**config.mk**
```make
export PLATFORM = sky130hd
export DESIGN_NAME = local_writer
export DESIGN_NICKNAME = d
export VERILOG_FILES = /design/src/rtl/hynoc_local_pkg.sv /design/src/rtl/local_writer.sv
export SDC_FILE = /design/constraint.sdc
export NUM_CORES = 1
export LEC_CHECK = 0
export ABC_CLOCK_PERIOD_IN_PS = 5900
export CORE_ASPECT_RATIO = 0.5
export CORE_MARGIN = 8
export CORE_UTILIZATION = 45
export CTS_CLUSTER_DIAMETER = 150
export DETAILED_ROUTE_END_ITERATION = 12
export PLACE_DENSITY_LB_ADDON = 0.12
export SYNTH_ARGS = -nofsm -noshare
export SYNTH_HDL_FRONTEND = slang
export SYNTH_SLANG_ARGS = --single-unit
export TNS_END_PERCENT = 1
```
**constraint.sdc**
```tcl
create_clock -name clk -period 5.9 [get_ports clk]
set_input_delay 0.885 -clock clk [delete_from_list [all_inputs] [get_ports clk]]
set_output_delay 0.885 -clock clk [all_outputs]
set_load 0.01 [all_outputs]
```
**src/rtl/hynoc_local_pkg.sv**
```systemverilog
// Definitions shared by the router's local-port writer and reader:
// FSM encoding and the flit field layout.
package hynoc_local_pkg;

  typedef enum logic [1:0] {
    ST_IDLE    = 2'd0,
    ST_HEADER  = 2'd1,
    ST_PAYLOAD = 2'd2,
    ST_DONE    = 2'd3
  } state_t;

  // Header flit fields; payload flits reuse the same split for {seq, index}.
  localparam int SRC_MSB   = 31;
  localparam int SRC_LSB   = 16;
  localparam int ROUTE_MSB = 15;
  localparam int ROUTE_LSB = 0;

  // The last-flit flag always sits in the flit MSB.
  function automatic int flit_last_bit(input int flit_width);
    return flit_width - 1;
  endfunction

endpackage

```
**src/rtl/local_writer.sv**
```systemverilog
// Packet source for a router local input port: emits one header flit and
// 'length' payload flits into the port FIFO, one flit per non-full cycle.
module local_writer #(
  parameter int LOCAL_ID      = 0,
  parameter int PAYLOAD_WIDTH = 32,
  parameter int FLIT_WIDTH    = PAYLOAD_WIDTH + 1
) (
  input  logic                  clk,
  input  logic                  srst_n,
  input  logic                  start,
  input  logic [15:0]           route,
  input  logic [15:0]           length,
  output logic                  busy,
  output logic                  done,
  output logic                  write,
  input  logic                  full,
  output logic [FLIT_WIDTH-1:0] data
);

  import hynoc_local_pkg::*;

  localparam int          LAST_BIT = flit_last_bit(FLIT_WIDTH);
  localparam logic [15:0] SRC_ID   = LOCAL_ID[15:0];

  state_t                  state_r;
  logic [15:0]             length_r;
  logic [15:0]             k_r;
  logic [15:0]             pkt_seq_r;
  logic                    busy_r;
  logic                    done_r;
  logic [FLIT_WIDTH-1:0]   data_r;
  logic                    write_s;

  function automatic logic [FLIT_WIDTH-1:0] make_header(input logic [15:0] rt,
                                                        input logic        last);
    logic [FLIT_WIDTH-1:0] f;
    f                     = '0;
    f[LAST_BIT]           = last;
    f[SRC_MSB:SRC_LSB]    = SRC_ID;
    f[ROUTE_MSB:ROUTE_LSB] = rt;
    return f;
  endfunction

  function automatic logic [FLIT_WIDTH-1:0] make_payload(input logic [15:0] seq,
                                                         input logic [15:0] idx,
                                                         input logic        last);
    logic [FLIT_WIDTH-1:0] f;
    f                      = '0;
    f[LAST_BIT]            = last;
    f[SRC_MSB:SRC_LSB]     = seq;
    f[ROUTE_MSB:ROUTE_LSB] = idx;
    return f;
  endfunction

  // A flit moves only when the FIFO can take it; data_r holds until then.
  assign write_s = ((state_r == ST_HEADER) || (state_r == ST_PAYLOAD)) && !full;

  // Packet FSM with the flit register, sequence counter and status outputs.
  always_ff @(posedge clk) begin
    if (!srst_n) begin
      state_r   <= ST_IDLE;
      pkt_seq_r <= 16'd0;
      busy_r    <= 1'b0;
      done_r    <= 1'b0;
      data_r    <= '0;
    end else begin
      case (state_r)
        ST_IDLE: begin
          if (start) begin
            state_r  <= ST_HEADER;
            busy_r   <= 1'b1;
            length_r <= length;
            data_r   <= make_header(route, length == 16'd0);
          end
        end
        ST_HEADER: begin
          if (write_s) begin
            if (length_r == 16'd0) begin
              state_r   <= ST_DONE;
              done_r    <= 1'b1;
              pkt_seq_r <= pkt_seq_r + 16'd1;
            end else begin
              state_r <= ST_PAYLOAD;
              k_r     <= 16'd0;
              data_r  <= make_payload(pkt_seq_r, 16'd0, length_r == 16'd1);
            end
          end
        end
        ST_PAYLOAD: begin
          if (write_s) begin
            if (k_r == (length_r - 16'd1)) begin
              state_r   <= ST_DONE;
              done_r    <= 1'b1;
              pkt_seq_r <= pkt_seq_r + 16'd1;
            end else begin
              // Prepare flit k+1; it is last when k+2 equals the length.
              k_r    <= k_r + 16'd1;
              data_r <= make_payload(pkt_seq_r, k_r + 16'd1,
                                     (k_r + 16'd2) == length_r);
            end
          end
        end
        ST_DONE: begin
          state_r <= ST_IDLE;
          busy_r  <= 1'b0;
          done_r  <= 1'b0;
        end
        default: begin
          state_r <= ST_IDLE;
          busy_r  <= 1'b0;
          done_r  <= 1'b0;
        end
      endcase
    end
  end

  assign busy  = busy_r;
  assign done  = done_r;
  assign write = write_s;
  assign data  = data_r;

endmodule

```
* Word level (Yosys, flattened, before mapping)
Cells that the tools add are included. W data, S select, Z words.
Storage, ports and cells: register bits 85
Operators by class: reduce and logical (&&, ||, !) cells 17, $add $sub $neg 4, equality and inequality tests 13, multiplexer cells 29
Operators by type and width (number):
- $mux W33 | 5
- $mux W16 | 8
- $pmux W33 S3 | 1
- $pmux W16 S2 | 2
- $add A16 B1 Y16 const B | 2
- $eq A16 B16 Y1 | 2
- $logic_not A16 Y1 | 2
- $add A16 B2 Y16 const B | 1
- $eq A16 B1 Y1 const B | 1
- $sub A16 B1 Y16 const B | 1
- $reduce_and A6 Y1 | 2
- $ne A2 B2 Y1 const B | 5
- $reduce_and A5 Y1 | 2
- $mux W2 | 4
- $pmux W2 S4 | 1
- $mux W1 | 6
- $reduce_bool A3 Y1 | 2
- $eq A2 B2 Y1 const B | 2
- $ne A2 B1 Y1 const B | 2
- $reduce_and A4 Y1 | 1
- $reduce_bool A2 Y1 | 2
- $pmux W1 S3 | 1
- $reduce_and A3 Y1 | 1
- $eq A2 B1 Y1 const B | 1
- other kinds (6) | 6

* Depth between registers and ports, before layout
Gate-level depths: netlist of run 1.
depth after elaboration 5, depth in mapped cells 12, depth with buffers taken out 10

* Worst setup path before layout of run 1
OpenSTA, ideal clock, no wires.
kind flip-flop to flip-flop, start point register length_r[3], end point register k_r[0] (enable), library setup time 0.431 ns, path slack 1.852 ns, arrival time 3.617 ns, data required time 5.469 ns, buffers on the path 1, clock period less this slack 4.048 ns, stages on the path, launching flop included 8, cell sequence edfxtp_1 > buf_6 > or4_4 > or3_1 > a32o_1 > o2111ai_2 > a2111oi_1 > nor4bb_1
On the way: word-level cells in the longest chain between the ends 4, elaborated cells on any way between the ends 6
Ends and longest elaborated chain:
- from (decl) | RTL line local_writer.sv:26 | logic [15:0] length_r;
- from (signal assigned) | RTL line local_writer.sv:72 | length_r <= length;
- $sub A16 B1 Y16 | RTL line local_writer.sv:91 | if (k_r == (length_r - 16'd1)) begin
- $eq A16 B16 Y1 | RTL line local_writer.sv:91
- $ne A2 B2 Y1 (no line)
- $reduce_and A6 Y1 (no line) (*)
- to (signal assigned) | RTL line local_writer.sv:97 | k_r <= k_r + 16'd1;
- to (decl) | RTL line local_writer.sv:27 | logic [15:0] k_r;
Mark *: on every way between the ends. The rest lies on a longest branch, timed or not. A chain may end at the register's enable or synchronous reset.

* Worst setup path after layout of run 1
start point register length_r[3], end point register data_r[32], in the netlist data[32]
On the way: word-level cells in the longest chain between the ends 4, elaborated cells on any way between the ends 13
Ends and longest elaborated chain:
- $sub A16 B1 Y16 (tied with other cells) | RTL line local_writer.sv:91
- $eq A16 B16 Y1 (tied with other cells) | RTL line local_writer.sv:91
- $ne A2 B2 Y1 (no line) (tied with other cells)
- $reduce_and A6 Y1 (no line) or $pmux W33 S3 (tied branches)
- to (signal assigned) | RTL line local_writer.sv:73 | data_r <= make_header(route, length == 16'd0);
- to (signal assigned) | RTL line local_writer.sv:85 | data_r <= make_payload(pkt_seq_r, 16'd0, length_r == 16'd1);
- to (signal assigned) | RTL line local_writer.sv:98 | data_r <= make_payload(pkt_seq_r, k_r + 16'd1,
- to (decl) | RTL line local_writer.sv:31 | logic [FLIT_WIDTH-1:0] data_r;
Several ways; a longest one is shown, not always the timed one. The select of a mux whose other input is x is not followed.

==> results of run 1 <==
power by group through the flow:
stage               combinational, mW  clock, mW  sequential, mW
finish                           1.03      0.558           0.853
global route                     1.12      0.598           0.872
CTS                              1.03      0.572           0.852
detailed placement               1.02          0           0.865
global placement                 1.01          0           0.864
floorplan                       0.757          0           0.839
layer usage:
layer	wire, um	up-vias	global-route usage
li1	-	2085	-
met1	6170	1974	0.237
met2	5730	92	0.275
met3	530	12	0.0386
met4	119	0	0.0446
met5	0	-	0
cell usage in the layout, fill, tap and decap left out, types with 3 or more instances in the layout:
cell type / n
o211ai_1: 3
nor3_1: 8
inv_1: 11
and3_1: 12
a211oi_1: 8
or3_1: 14
o21ai_0: 51
a31oi_1: 7
nor4_1: 11
nand4b_1: 3
xnor2_1: 27
nand3b_1: 3
and4_1: 3
a21oi_1: 23
dfxtp_1: 53
or4_1: 8
nor2_1: 53
clkbuf_16: 9
nand3_1: 31
mux2i_1: 6
buf_4: 5
nand2b_1: 7
xor2_1: 20
o31ai_1: 9
a211oi_2: 10
nand4_1: 11
nor2b_1: 3
and2_1: 3
edfxtp_1: 32
clkdlybuf4s50_1: 71
nand2_1: 38
ha_1: 10
layout make-up:
type                    count  area [um^2]
clock buffers              10          239
well taps                 140          175
multi-input cells         408         2610
fillers                   943         4450
flip-flops and latches     85         2020
clock inverters             6         53.8
repair buffers             76          748
inverters                  13         48.8
worst max-delay path, delay by kind of cell (launching register included):
family / cells / cell delay [ns]
and+or+nand+nor: 5 / 2.15
DFF: 1 / 0.53
buffers and inverters: 1 / 0.40
AOI/OAI and AO/OA: 3 / 0.87
sequential cells by signal (all words and copies together), names as in the netlist:
name	flops
busy	1
k_r	16
data	33
pkt_seq_r	16
done	1
length_r	16
state_r	2
how the worst max path moves through the flow:
| stage | startpoint | endpoint | slack (ns) | cells past startpoint |
|---|---|---|---|---|
| CTS | length_r[3] | data[32] | 1.86 | 9 |
| finish | length_r[3] | data[32] | 1.84 | 9 |
| detailed placement | length_r[3] | data[32] | 1.89 | 9 |
| global placement | length_r[3] | data[32] | 2.07 | 9 |
| global route | length_r[3] | data[32] | 1.58 | 9 |
| floorplan | length_r[3] | k_r[0] | 1.85 | 7 |
stage by stage:
step                hold slack [ns]  setup WS [ns]  instance area (um^2)  power (mW)  instances
floorplan                     0.452           1.85                  4860        1.60        544
global placement              0.446           2.07                  5600        1.87        722
detailed placement            0.453           1.89                  5600        1.89        722
CTS                           0.465           1.86                  5890        2.45        738
global route                  0.485           1.58                  5890        2.59        738
finish                        0.459           1.84                  5890        2.44        738
cells by family (layout without fill, tap and decap cells):
| family | after synthesis | in the layout | share of synthesized area |
|---|---|---|---|
| AOI/OAI and AO/OA | 127 | 127 | 0.175 |
| and+or+nand+nor | 218 | 218 | 0.237 |
| xor gates and xnor gates | 47 | 47 | 0.0847 |
| DFF | 85 | 85 | 0.416 |
| buffers and inverters | 51 | 105 | 0.0492 |
| adders and majority gates | 10 | 10 | 0.0257 |
| muxes | 6 | 6 | 0.0124 |
==> run summary, run 1 <==
Status = finished, final reports clean
Peak VDD IR = 161 uV
GP Congestion = 0.907
# resized after CTS = 0
# diodes = 0
Setup bufs post-CTS = 0
RR Endpoint = data[32]
Main flop type after synthesis = dfxtp_1
TritonCTS clock tree = built
Main area contributors after synthesis = dfxtp_1 (22%), edfxtp_1 (20%), o21ai_0 (5.3%), xnor2_1 (4.9%), nor2_1 (4.1%)
Synth cell count leaders = dfxtp_1 (53), nor2_1 (53), o21ai_0 (51)
Layout cells sized above 1 = 0.0652
Unrepaired setup endpoints after global routing = no
CP startpoint kind = flop
Global-route wire length before repair = 20.1 mm
Clock skew = 0.0106 ns
Routed WL = 12.6 mm
CTS root buffer = clkbuf_16
Die W = 163 um
H-tree depth = 3
Worst flop-to-flop path startpoint = length_r[3]
Core box area = 10300 um^2
Max stage delay cell, worst path = and4bb_2
#FFs+latches synth = 85
Avg Cell Area, Syn = 8.94 um^2
Crit path time final = 4.06 ns
Total die area = 14600 um^2
Initial antenna violation count = 0
R2r worst-path depth = 9
Asr flop ratio synth = 0
Crit path cell chain = nor4_1 > nand4b_1 > and4_1 > a311oi_1 > a2111oi_1 > and4bb_2 > buf_4 > nor2_1 > a211oi_1
Core Util, Final = 0.570
Clock sink total = 85
Post-layout net count = 639
Worst-Skew Late Latency = 0.35 ns
Hold violation count in the final report = 0
Switching Fraction = 0.407
Total grt overflow = 0
Yosys top cell area share = 0.218
Ports = 72
CP peak stage delay = 0.92 ns
Setup TNS = 0 ns
Routed via count = 4163
Worst-Margin Slew = 1.17 ns
GRT Total Usage = 0.174
Via density = 5.64
Vias in the first global route = 3880
TritonCTS Buffers = 9
Internal power = 1.45 mW
Period utilisation layout = 0.688
Cts hold-fix bufs = 0
Sequential Power Share = 0.350
WP data arrival = 4.32 ns
Cell taking the most area after synthesis = dfxtp_1
DR pass1 iterations = 4
Slew Viols, Final = 0
Clock Path Buffers = 2
Final setup vio count = 0
PwrDens = 414 nW/um^2
Post-synth EDFFs = 32
Synth warnings = 0
I/O Buffers = 71
Crit path kind = flop to flop
Net Switching = 0.992 mW
Comb power frac = 0.421
DPL Wire Length = 9.17 mm
Lkg Pwr = 1.91 nW
1st-iter DRT viols = 203
CP max FO = 40
Area Overhead vs Synth = 21.2%
Pin count of the biggest net entering global routing = 41
Crit. End Element = flop
Relative slew margins = 0.218
Initial Util = 0.470
Min-delay src = data[18]
Clock network power share = 0.229
Synth Instances = 544
DR WL/cell = 17.0 um
Yosys cell types = 59
Syn Nets = 590
Min-delay worst type = flop to flop
Hold Path Depth = 2
DRT antenna net count = 0
CTS clk-pin slew, worst paths = 0.07 ns
Mapped Area = 4860 um^2
# DRC = 0
Max Cap Violations = 0
Max Clk Rate = 247 MHz
# rows = 26
Critical Path RT = 6.17 ns
Min-Delay Endpoint = data[18]
Internal reg-to-reg setup slack = 1.84 ns
Register area share after synthesis = 0.416
Die height = 89.5 um
No activity file was read; power rests on OpenSTA's default activity.
==> run 2: changes to the inputs <==
ABC_CLOCK_PERIOD_IN_PS = 3280   (was 5900)
clock period = 3.28 ns   (was 5.9 ns; I/O delays follow)
==> run summary, run 2 (synthesis results as in run 1) <==
Routed metal-1 wire length = 6.30 mm (+2.1%)
Met2 Routed Length = 5.97 mm (+4.2%)
Crit. End Element = flop
TritonCTS clock tree = built
H-tree depth = 3 (unchanged)
1st-iter DRT viols = 248 (+22%)
Slew Viols, Final = 0 (unchanged)
CP peak stage delay = 0.52 ns (-0.40 ns)
Clock skew = 0.0111 ns (+0.000507 ns)
DR WL/cell = 16.9 um (-0.57%)
Critical Path RT = 3.56 ns (-2.61 ns)
GRT Total Usage = 0.176 (+0.00178)
CP most frequent cell = a21oi_1
Filler cells = 902 (-4.3%)
Lkg Pwr = 2.08 nW (+8.8%)
Setup TNS = 0 ns (unchanged)
Most frequent cells in the layout = clkdlybuf4s50_1 (71), nor2_1 (53), dfxtp_1 (53), o21ai_0 (51), nand2_1 (38)
Final setup vio count = 0 (unchanged)
# diodes = 0 (unchanged)
Max FFs per register = 33 (unchanged)
# DRC = 0 (unchanged)
Layout cells sized above 1 = 0.118 (+0.0532)
Max Clk Rate = 322 MHz (+31%)
Met3 Routed Length = 569 um (+7.4%)
Status = finished, final reports clean
Core Util, Final = 0.600 (+0.0300)
DRT antenna net count = 0 (unchanged)
Unrepaired setup endpoints after global routing = no
Max stage delay cell, worst path = a2111oi_4
Worst-Margin Slew = 0.590 ns (-0.580 ns)
Die height = 89.5 um (unchanged)
Post-layout net count = 666 (+4.2%)
Max Cap Violations = 0 (unchanged)
Min-delay worst type = flop to flop
Initial antenna violation count = 0 (unchanged)
CTS root buffer = clkbuf_16
Routed via count = 4275 (+2.7%)
I/O Buffers = 71 (unchanged)
Peak VDD IR = 345 uV (+110%)
Hold violation count in the final report = 0 (unchanged)
Routed WL = 12.9 mm (+3.1%)
CP startpoint kind = flop
Clock Path Buffers = 2 (unchanged)
Pin count of the biggest net entering global routing = 36 (-12%)
Vias in the first global route = 3968 (+2.3%)
PwrDens = 747 nW/um^2 (+80%)
Total grt overflow = 0 (unchanged)
Crit path time final = 3.11 ns (-0.951 ns)
Top Layer Used = met4
Setup bufs post-CTS = 0 (unchanged)
Core box area = 10300 um^2 (unchanged)
TritonCTS Buffers = 9 (unchanged)
Clock sink total = 85 (unchanged)
Crit path cell chain = xnor2_1 > or4b_1 > a21oi_1 > a311oi_2 > a2111oi_4 > a21oi_2 > buf_12 > or4_1 > a21oi_1
GP Congestion = 0.925 (+2.0%)
Commonest non-fill, non-tap cell in the layout = clkdlybuf4s50_1
Ports = 72 (unchanged)
Total die area = 14600 um^2 (unchanged)
Crit path kind = flop to flop
Die W = 163 um (unchanged)
DPL Wire Length = 9.61 mm (+4.9%)
Dpl ws = -0.128 ns (-2.02 ns)
Worst-Skew Late Latency = 0.34 ns (about the same)
Relative slew margins = 0.606 (+0.388)
Final Worst Setup Slack = 0.174 ns (-1.67 ns)
Global-route wire length before repair = 20.4 mm (+1.5%)
DR pass1 iterations = 5 (+1)
# rows = 26 (unchanged)
Period utilisation layout = 0.947 (+0.259)
Initial Util = 0.470 (unchanged)
Total power = 4.63 mW (+90%)
WP data arrival = 3.38 ns (-0.94 ns)
Area Overhead vs Synth = 27.6%
Via density = 5.59 (-0.93%)
CTS clk-pin slew, worst paths = 0.07 ns (about the same)
CP max FO = 31 (-23%)
## run 2: path summary, 6_finish.rpt
check | start | cells past startpoint | end | slack (ns)
hold reg to reg | data[16] | 2 | data[16] | 0.46
hold / removal | data[16] | 2 | data[16] | 0.46
setup reg to reg | k_r[13] | 9 | pkt_seq_r[9] | 0.17
setup / recovery | k_r[13] | 9 | pkt_seq_r[9] | 0.17
## run 2: report_power, final
group          internal, mW  leakage [nW]  total, mW  switching, mW
registers              1.33         0.732       1.49          0.167
clock network         0.562         0.147      0.995          0.434
logic                 0.918          1.20       2.14           1.23
## run 2: metrics by stage
step	cell area [um^2]	hold WS, ns	instances
2_1_floorplan	4880	0.452	544
3_3_place_gp	5860	0.448	749
3_5_place_dp	5860	0.453	749
4_1_cts	6170	0.464	765
5_1_grt	6200	0.482	765
6_report	6200	0.457	765
## run 2: routing by layer
layer,vias up,global-route usage
met5,-,0
met4,0,0.0421
met3,9,0.0418
met2,81,0.284
met1,2034,0.234
li1,2151,-
## run 2: final cells by class
type,instances,area [um^2],share of cell area
repair buffers,103,1000,0.161
well taps,140,175,0.0282
multi-input cells,408,2660,0.429
clock buffers,11,253,0.0407
flip-flops and latches,85,2020,0.326
inverters,13,48.8,0.00787
clock inverters,5,41.3,0.00666
## run 2: critical path, delay by kind of cell (launching register included)
| family | cells | cell delay (ns) |
|---|---|---|
| xor+xnor | 1 | 0.28 |
| buf+inv | 1 | 0.17 |
| compound gates | 5 | 1.08 |
| flops | 1 | 0.48 |
| simple gates | 2 | 1.02 |
## run 2: timing repair
| item | 4_1_cts | 5_1_grt |
|---|---|---|
| setup endpoints to repair | 30 | 37 |
| pin swaps | 0 | 2 |
| hold buffers | 0 | 0 |
| gates resized for setup | 2 | 9 |
